`src/rtl/vga_pixel_fetch.sv`:
```
// vga_pixel_fetch
// Pixel fetch stage placed directly after the VGA timing generator.
// Turns hcnt/vcnt into frame-buffer read addresses for a 2x upscaled
// 320x240 RGB444 image. Delays syncs, blank and the frame-origin flag
// so that they line up with the returned pixel data. Flips the
// displayed bank only on the first clock of vertical blank, and only
// when the writer has asked for a flip.
module vga_pixel_fetch #(
  parameter int H_ACTIVE    = 640,
  parameter int V_ACTIVE    = 480,
  parameter int SCALE_SHIFT = 1,
  parameter int FB_WIDTH    = 320,
  parameter int ADDR_W      = 17,
  parameter int RD_LAT      = 2
) (
  input  logic              CLK25,
  input  logic              reset,
  input  logic [10:0]       hcnt,
  input  logic [10:0]       vcnt,
  input  logic              hsync_in,
  input  logic              vsync_in,
  input  logic              fb_swap_req,
  output logic              fb_swap_ack,
  output logic              rd_bank,
  output logic [ADDR_W-1:0] rd_addr,
  input  logic [11:0]       rd_data,
  output logic [3:0]        vga_r,
  output logic [3:0]        vga_g,
  output logic [3:0]        vga_b,
  output logic              vga_hsync,
  output logic              vga_vsync,
  output logic              vga_blank_n,
  output logic              frame_start
);

  // The address register is stage 1 and the output register is stage LAT.
  // The side-band signals therefore need LAT-1 intermediate stages.
  localparam int LAT    = RD_LAT + 2;
  localparam int PIPE_D = LAT - 1;

  localparam logic [10:0] H_LIM = 11'(H_ACTIVE);
  localparam logic [10:0] V_LIM = 11'(V_ACTIVE);

  localparam logic [0:0] ST_IDLE    = 1'b0;
  localparam logic [0:0] ST_PENDING = 1'b1;

  logic              isActive;
  logic              isOrigin;
  logic              fbEdge;
  logic              doSwap;
  logic [10:0]       hcntScaled;
  logic [10:0]       vcntScaled;
  logic [ADDR_W-1:0] addrNext;
  logic [0:0]        swapState;

  logic [PIPE_D-1:0] actPipe;
  logic [PIPE_D-1:0] hsyncPipe;
  logic [PIPE_D-1:0] vsyncPipe;
  logic [PIPE_D-1:0] originPipe;

  // Decode the current counts: visibility, frame origin, frame boundary and the scaled read address.
  // The address is computed directly at ADDR_W bits. This is safe because an active pixel never exceeds the buffer size.
  always_comb begin
    isActive   = (hcnt < H_LIM) && (vcnt < V_LIM);
    isOrigin   = (hcnt == 11'd0) && (vcnt == 11'd0);
    fbEdge     = (hcnt == 11'd0) && (vcnt == V_LIM);
    hcntScaled = hcnt >> SCALE_SHIFT;
    vcntScaled = vcnt >> SCALE_SHIFT;
    addrNext   = '0;
    if (isActive) begin
      addrNext = ADDR_W'(vcntScaled) * ADDR_W'(FB_WIDTH) + ADDR_W'(hcntScaled);
    end
    doSwap = fbEdge && ((swapState == ST_PENDING) || fb_swap_req);
  end

  // Register the read address; blank regions read word 0.
  always_ff @(posedge CLK25 or posedge reset) begin
    if (reset) begin
      rd_addr <= '0;
    end else begin
      rd_addr <= addrNext;
    end
  end

  // Bank flip control: remember a request until the next frame boundary, then toggle and acknowledge once.
  always_ff @(posedge CLK25 or posedge reset) begin
    if (reset) begin
      swapState   <= ST_IDLE;
      rd_bank     <= 1'b0;
      fb_swap_ack <= 1'b0;
    end else begin
      fb_swap_ack <= doSwap;
      if (doSwap) begin
        rd_bank   <= ~rd_bank;
        swapState <= ST_IDLE;
      end else if (fb_swap_req) begin
        swapState <= ST_PENDING;
      end
    end
  end

  // Delay the visibility, sync and origin flags so they stay aligned with the frame-buffer read latency.
  always_ff @(posedge CLK25 or posedge reset) begin
    if (reset) begin
      actPipe    <= '0;
      hsyncPipe  <= '1;
      vsyncPipe  <= '1;
      originPipe <= '0;
    end else begin
      actPipe[0]    <= isActive;
      hsyncPipe[0]  <= hsync_in;
      vsyncPipe[0]  <= vsync_in;
      originPipe[0] <= isOrigin;
      for (int i = 1; i < PIPE_D; i++) begin
        actPipe[i]    <= actPipe[i-1];
        hsyncPipe[i]  <= hsyncPipe[i-1];
        vsyncPipe[i]  <= vsyncPipe[i-1];
        originPipe[i] <= originPipe[i-1];
      end
    end
  end

  // Final output register: colour is forced to black outside the visible area.
  always_ff @(posedge CLK25 or posedge reset) begin
    if (reset) begin
      vga_r       <= 4'd0;
      vga_g       <= 4'd0;
      vga_b       <= 4'd0;
      vga_hsync   <= 1'b1;
      vga_vsync   <= 1'b1;
      vga_blank_n <= 1'b0;
      frame_start <= 1'b0;
    end else begin
      vga_r       <= actPipe[PIPE_D-1] ? rd_data[11:8] : 4'd0;
      vga_g       <= actPipe[PIPE_D-1] ? rd_data[7:4]  : 4'd0;
      vga_b       <= actPipe[PIPE_D-1] ? rd_data[3:0]  : 4'd0;
      vga_hsync   <= hsyncPipe[PIPE_D-1];
      vga_vsync   <= vsyncPipe[PIPE_D-1];
      vga_blank_n <= actPipe[PIPE_D-1];
      frame_start <= originPipe[PIPE_D-1];
    end
  end

endmodule
```
`config.mk`:
```
export PLATFORM = sky130hd
export DESIGN_NAME = vga_pixel_fetch
export DESIGN_NICKNAME = d
export VERILOG_FILES = /design/src/rtl/vga_pixel_fetch.sv
export SDC_FILE = /design/constraint.sdc
export NUM_CORES = 1
export LEC_CHECK = 0
export CORE_MARGIN = 3
export CORE_UTILIZATION = 35
export CTS_CLUSTER_DIAMETER = 120
export DETAILED_ROUTE_END_ITERATION = 12
export PLACE_DENSITY = 0.66
export SLEW_MARGIN = 20
export SYNTH_ARGS = -nofsm -noshare
export SYNTH_HDL_FRONTEND = slang
export SYNTH_SLANG_ARGS = --single-unit
```
`constraint.sdc`:
```
create_clock -name CLK25 -period 1.4 [get_ports CLK25]
set_input_delay 0.28 -clock CLK25 [delete_from_list [all_inputs] [get_ports CLK25]]
set_output_delay 0.28 -clock CLK25 [all_outputs]
set_load 0.01 [all_outputs]
```
==> results.md <==
- CP max stage delay: 0.36 ns
- End of the worst register-to-register path: rd_bank
- Critical path peak fanout: 3
- Tightest Hold Check Type: in2reg
- WP data required: 1.62 ns
- Ys flop type: dfrtp_1
- Via count: 1797
- WS Path Type: in2reg
- Worst reg2reg path depth: 3
- Clk Latency, worst-skew pair: 0.29 ns
- Layout cells sized above 1: 40.5%
- Initial Utilization: 36.8%
- Top cell type's share of synthesized area: 45.1%
- Iteration-0 DRC Markers: 50
- Number of synthesized flops with an enable pin: 0
- Count of cell types in the netlist: 44
- WP data arrival: 2.36 ns
- Setup Viol. Count Final: 10
- Hold Path End: rd_addr[2]
- Vias in the first global route: 1881
- Synth Register Bits: 48
- Die ar.: 7330 sq um
- Overall routing resource usage: 15.8%
- Synthesis warning total: 0
- CP max-delay cell: fa_2
- Initial antenna violation count: 0
- Max Root-Sink Buffers: 2
- Status: finished with violations
- Most frequent cells in the layout: dfrtp_1 (40), buf_4 (40), dlygate4sd2_1 (39)
- Power density cells: 862 nW/um^2
- Num ports: 74
- Slew @ Worst Pin: 0.362 ns
- Slew headroom: 75.8%
- Worst VDD drop: 0.654 mV
- Max Clock Skew: 0.00856 ns
- Routability cong.: 0.782
- Buffers on Ports: 73
- Die width: 85.6 um
- Rows: 28
- Placed instance count: 359
- RSZ-0062 raised after global routing: true
- Number of routed nets with antenna violations: 0
- Tcrit/Tclk final: 153%
- Area grow syn2layout: 71.2%
- Sequential share of the synthesized area: 54.6%
- Chip height: 85.6 um
- Setup crit start kind: primary input
- H-tree levels: 2
- Flop-to-flop setup slack: 0.50 ns
- Mapped Avg Cell Area: 12.5 sq um
- Total CTS buffers: 5
- Gr ovfl total: 0
- WL/cell: 14.1 um
- Post-Route WL: 5.35 mm
- Syn Nets: 238
- First-pass GRT wire length: 9.02 mm
- CP dominant cell by count: ha_4
- Root Buffer: clkbuf_8
- Top post-synthesis cells by area: dfrtp_1 (45%), ha_1 (11%), dfstp_2 (9.5%)
- Pleak: 1.83 nW
- Non-filler cells, final: 379
- Hold Path Depth: 2
- Max Fclk: 468 MHz
- Synth Instances: 178
- # clock sinks: 48
- Post-layout net count: 363
- Largest net degree at the start of global routing: 22
- Failing checks: negative setup slack
- Hold Buf Count CTS: 0
- Hold Violations, Final: 0
- Post-Syn Area: 2220 sq um
- Cell taking the most area after synthesis: dfrtp_1
- Diode count: 0
- Clock Pin Slew Worst Setup and Hold Paths: 0.09 ns
- Max-cap viol count: 0
- Slew Limit Fails: 0
- CTS tree: done
- Worst setup EP type: flip-flop
- Post-DP HPWL: 4.17 mm
- TNS Setup: -3.68 ns
- Core area: 6030 sq um
- Residual DRC: 0
- Critical Path, Cell by Cell: buf_8, ha_4, ha_4, fa_2, a211oi_4, or2_4, nand4_1, buf_4, a211o_1, a21oi_2
- DR pass1 iterations: 4
- DR vias/cell: 4.74
- Hold Startpoint: hcnt[3]
- Async set or reset register ratio after synthesis: 100%
- Setup ws final: -0.735 ns
- Critical R2R Launch: swapState
- Crit path time final: 2.14 ns
## what timing repair did
action / in CTS / in global routing
pin swaps: 34 / 14
resized for setup: 142 / 13
setup buffers: 11 / 2
endpoints found under the setup margin: 57 / 20
endpoints found under the hold margin: 0 / 0
## cell families (layout without fill, tap and decap cells)
| group | count (synthesis) | in the layout | synth area share, % |
|---|---|---|---|
| fa+ha+maj | 21 | 21 | 12.5 |
| compound gates | 28 | 28 | 9.14 |
| xor+xnor | 9 | 9 | 3.56 |
| simple gates | 68 | 68 | 19.2 |
| flops | 48 | 48 | 54.6 |
| mux | 1 | 1 | 0.451 |
| buf+inv | 3 | 129 | 0.508 |
## worst max-delay path by stage
stage / start / endpoint / slack [ns] / depth (start not counted)
3_5_place_dp: vcnt[4] / rd_addr[16] / -1.44 / 8
6_report: vcnt[4] / rd_addr[14] / -0.74 / 10
3_3_place_gp: vcnt[4] / rd_addr[16] / -1.38 / 9
2_1_floorplan: vcnt[2] / rd_addr[16] / -0.71 / 8
4_1_cts: vcnt[4] / rd_addr[16] / -0.72 / 9
5_1_grt: vcnt[4] / rd_addr[14] / -0.79 / 10
## critical path, delay by kind of cell
kind	cells	cell delay, ns
buf+inv	2	0.30
compound gates	3	0.65
simple gates	2	0.37
fa+ha+maj	3	0.76
## metal layers
layer	part of all wire (%)	routed length, um	global-route usage (%)	vias to the layer above
met4	1.2	65	5.18	0
met5	0	0	0	-
met3	6.1	327	2.98	5
met1	42	2240	19.2	848
li1	-	-	-	877
met2	51	2720	28.0	67
## Yosys cell counts (all sizes together) (2+ instances only)
| master | number |
|---|---|
| dfrtp | 40 |
| xnor2 | 2 |
| a21o | 5 |
| or2 | 2 |
| nor2b | 2 |
| a31oi | 2 |
| nor4b | 2 |
| o211ai | 2 |
| o21ai | 4 |
| and2 | 21 |
| fa | 2 |
| nor2 | 14 |
| a211o | 2 |
| nand2 | 5 |
| a21oi | 7 |
| nand4 | 4 |
| nor4 | 6 |
| dfstp | 8 |
| xor2 | 7 |
| ha | 19 |
| or3 | 2 |
| inv | 2 |
## area by class of cell
| type | count | area, sq um |
|---|---|---|
| Sequential cell | 48 | 1210 |
| Fill cell | 487 | 2230 |
| Tap cell | 75 | 93.8 |
| Inverter | 2 | 11.3 |
| Clock buffer | 6 | 72.6 |
| Timing Repair Buffer | 119 | 1040 |
| Clock inverter | 2 | 12.5 |
| Multi-Input combinational cell | 127 | 1350 |
## power breakdown
group / internal, W / total, W / switching [W] / leakage [nW]
logic: 0.000582 / 0.00106 / 0.000478 / 1.15
clock network: 0.000349 / 0.000772 / 0.000423 / 0.0412
registers: 0.00143 / 0.00144 / 0.0000108 / 0.632
total: 0.00236 / 0.00327 / 0.000911 / 1.83
## through the flow
stage	hold slack (ns)	power, W	setup slack, ns	utilization [%]	area, sq um
3_3_place_gp	0.333	0.00232	-1.38	56.3	3390
6_report	0.194	0.00327	-0.735	63.0	3800
5_1_grt	0.187	0.00347	-0.791	63.0	3800
3_5_place_dp	0.335	0.00233	-1.44	56.3	3390
4_1_cts	0.180	0.00328	-0.724	62.3	3750
2_1_floorplan	0.284	0.00193	-0.711	-	2290
## state kept, by name, summed over array words and instances (netlist names)
register / cells
vsyncPipe: 3
rd_bank: 1
frame_start: 1
actPipe: 3
fb_swap_ack: 1
vga_blank_n: 1
hsyncPipe: 3
originPipe: 3
vga_r: 4
vga_g: 4
vga_vsync: 1
vga_hsync: 1
rd_addr: 17
vga_b: 4
swapState: 1
Power figures use the tool's default switching activity.
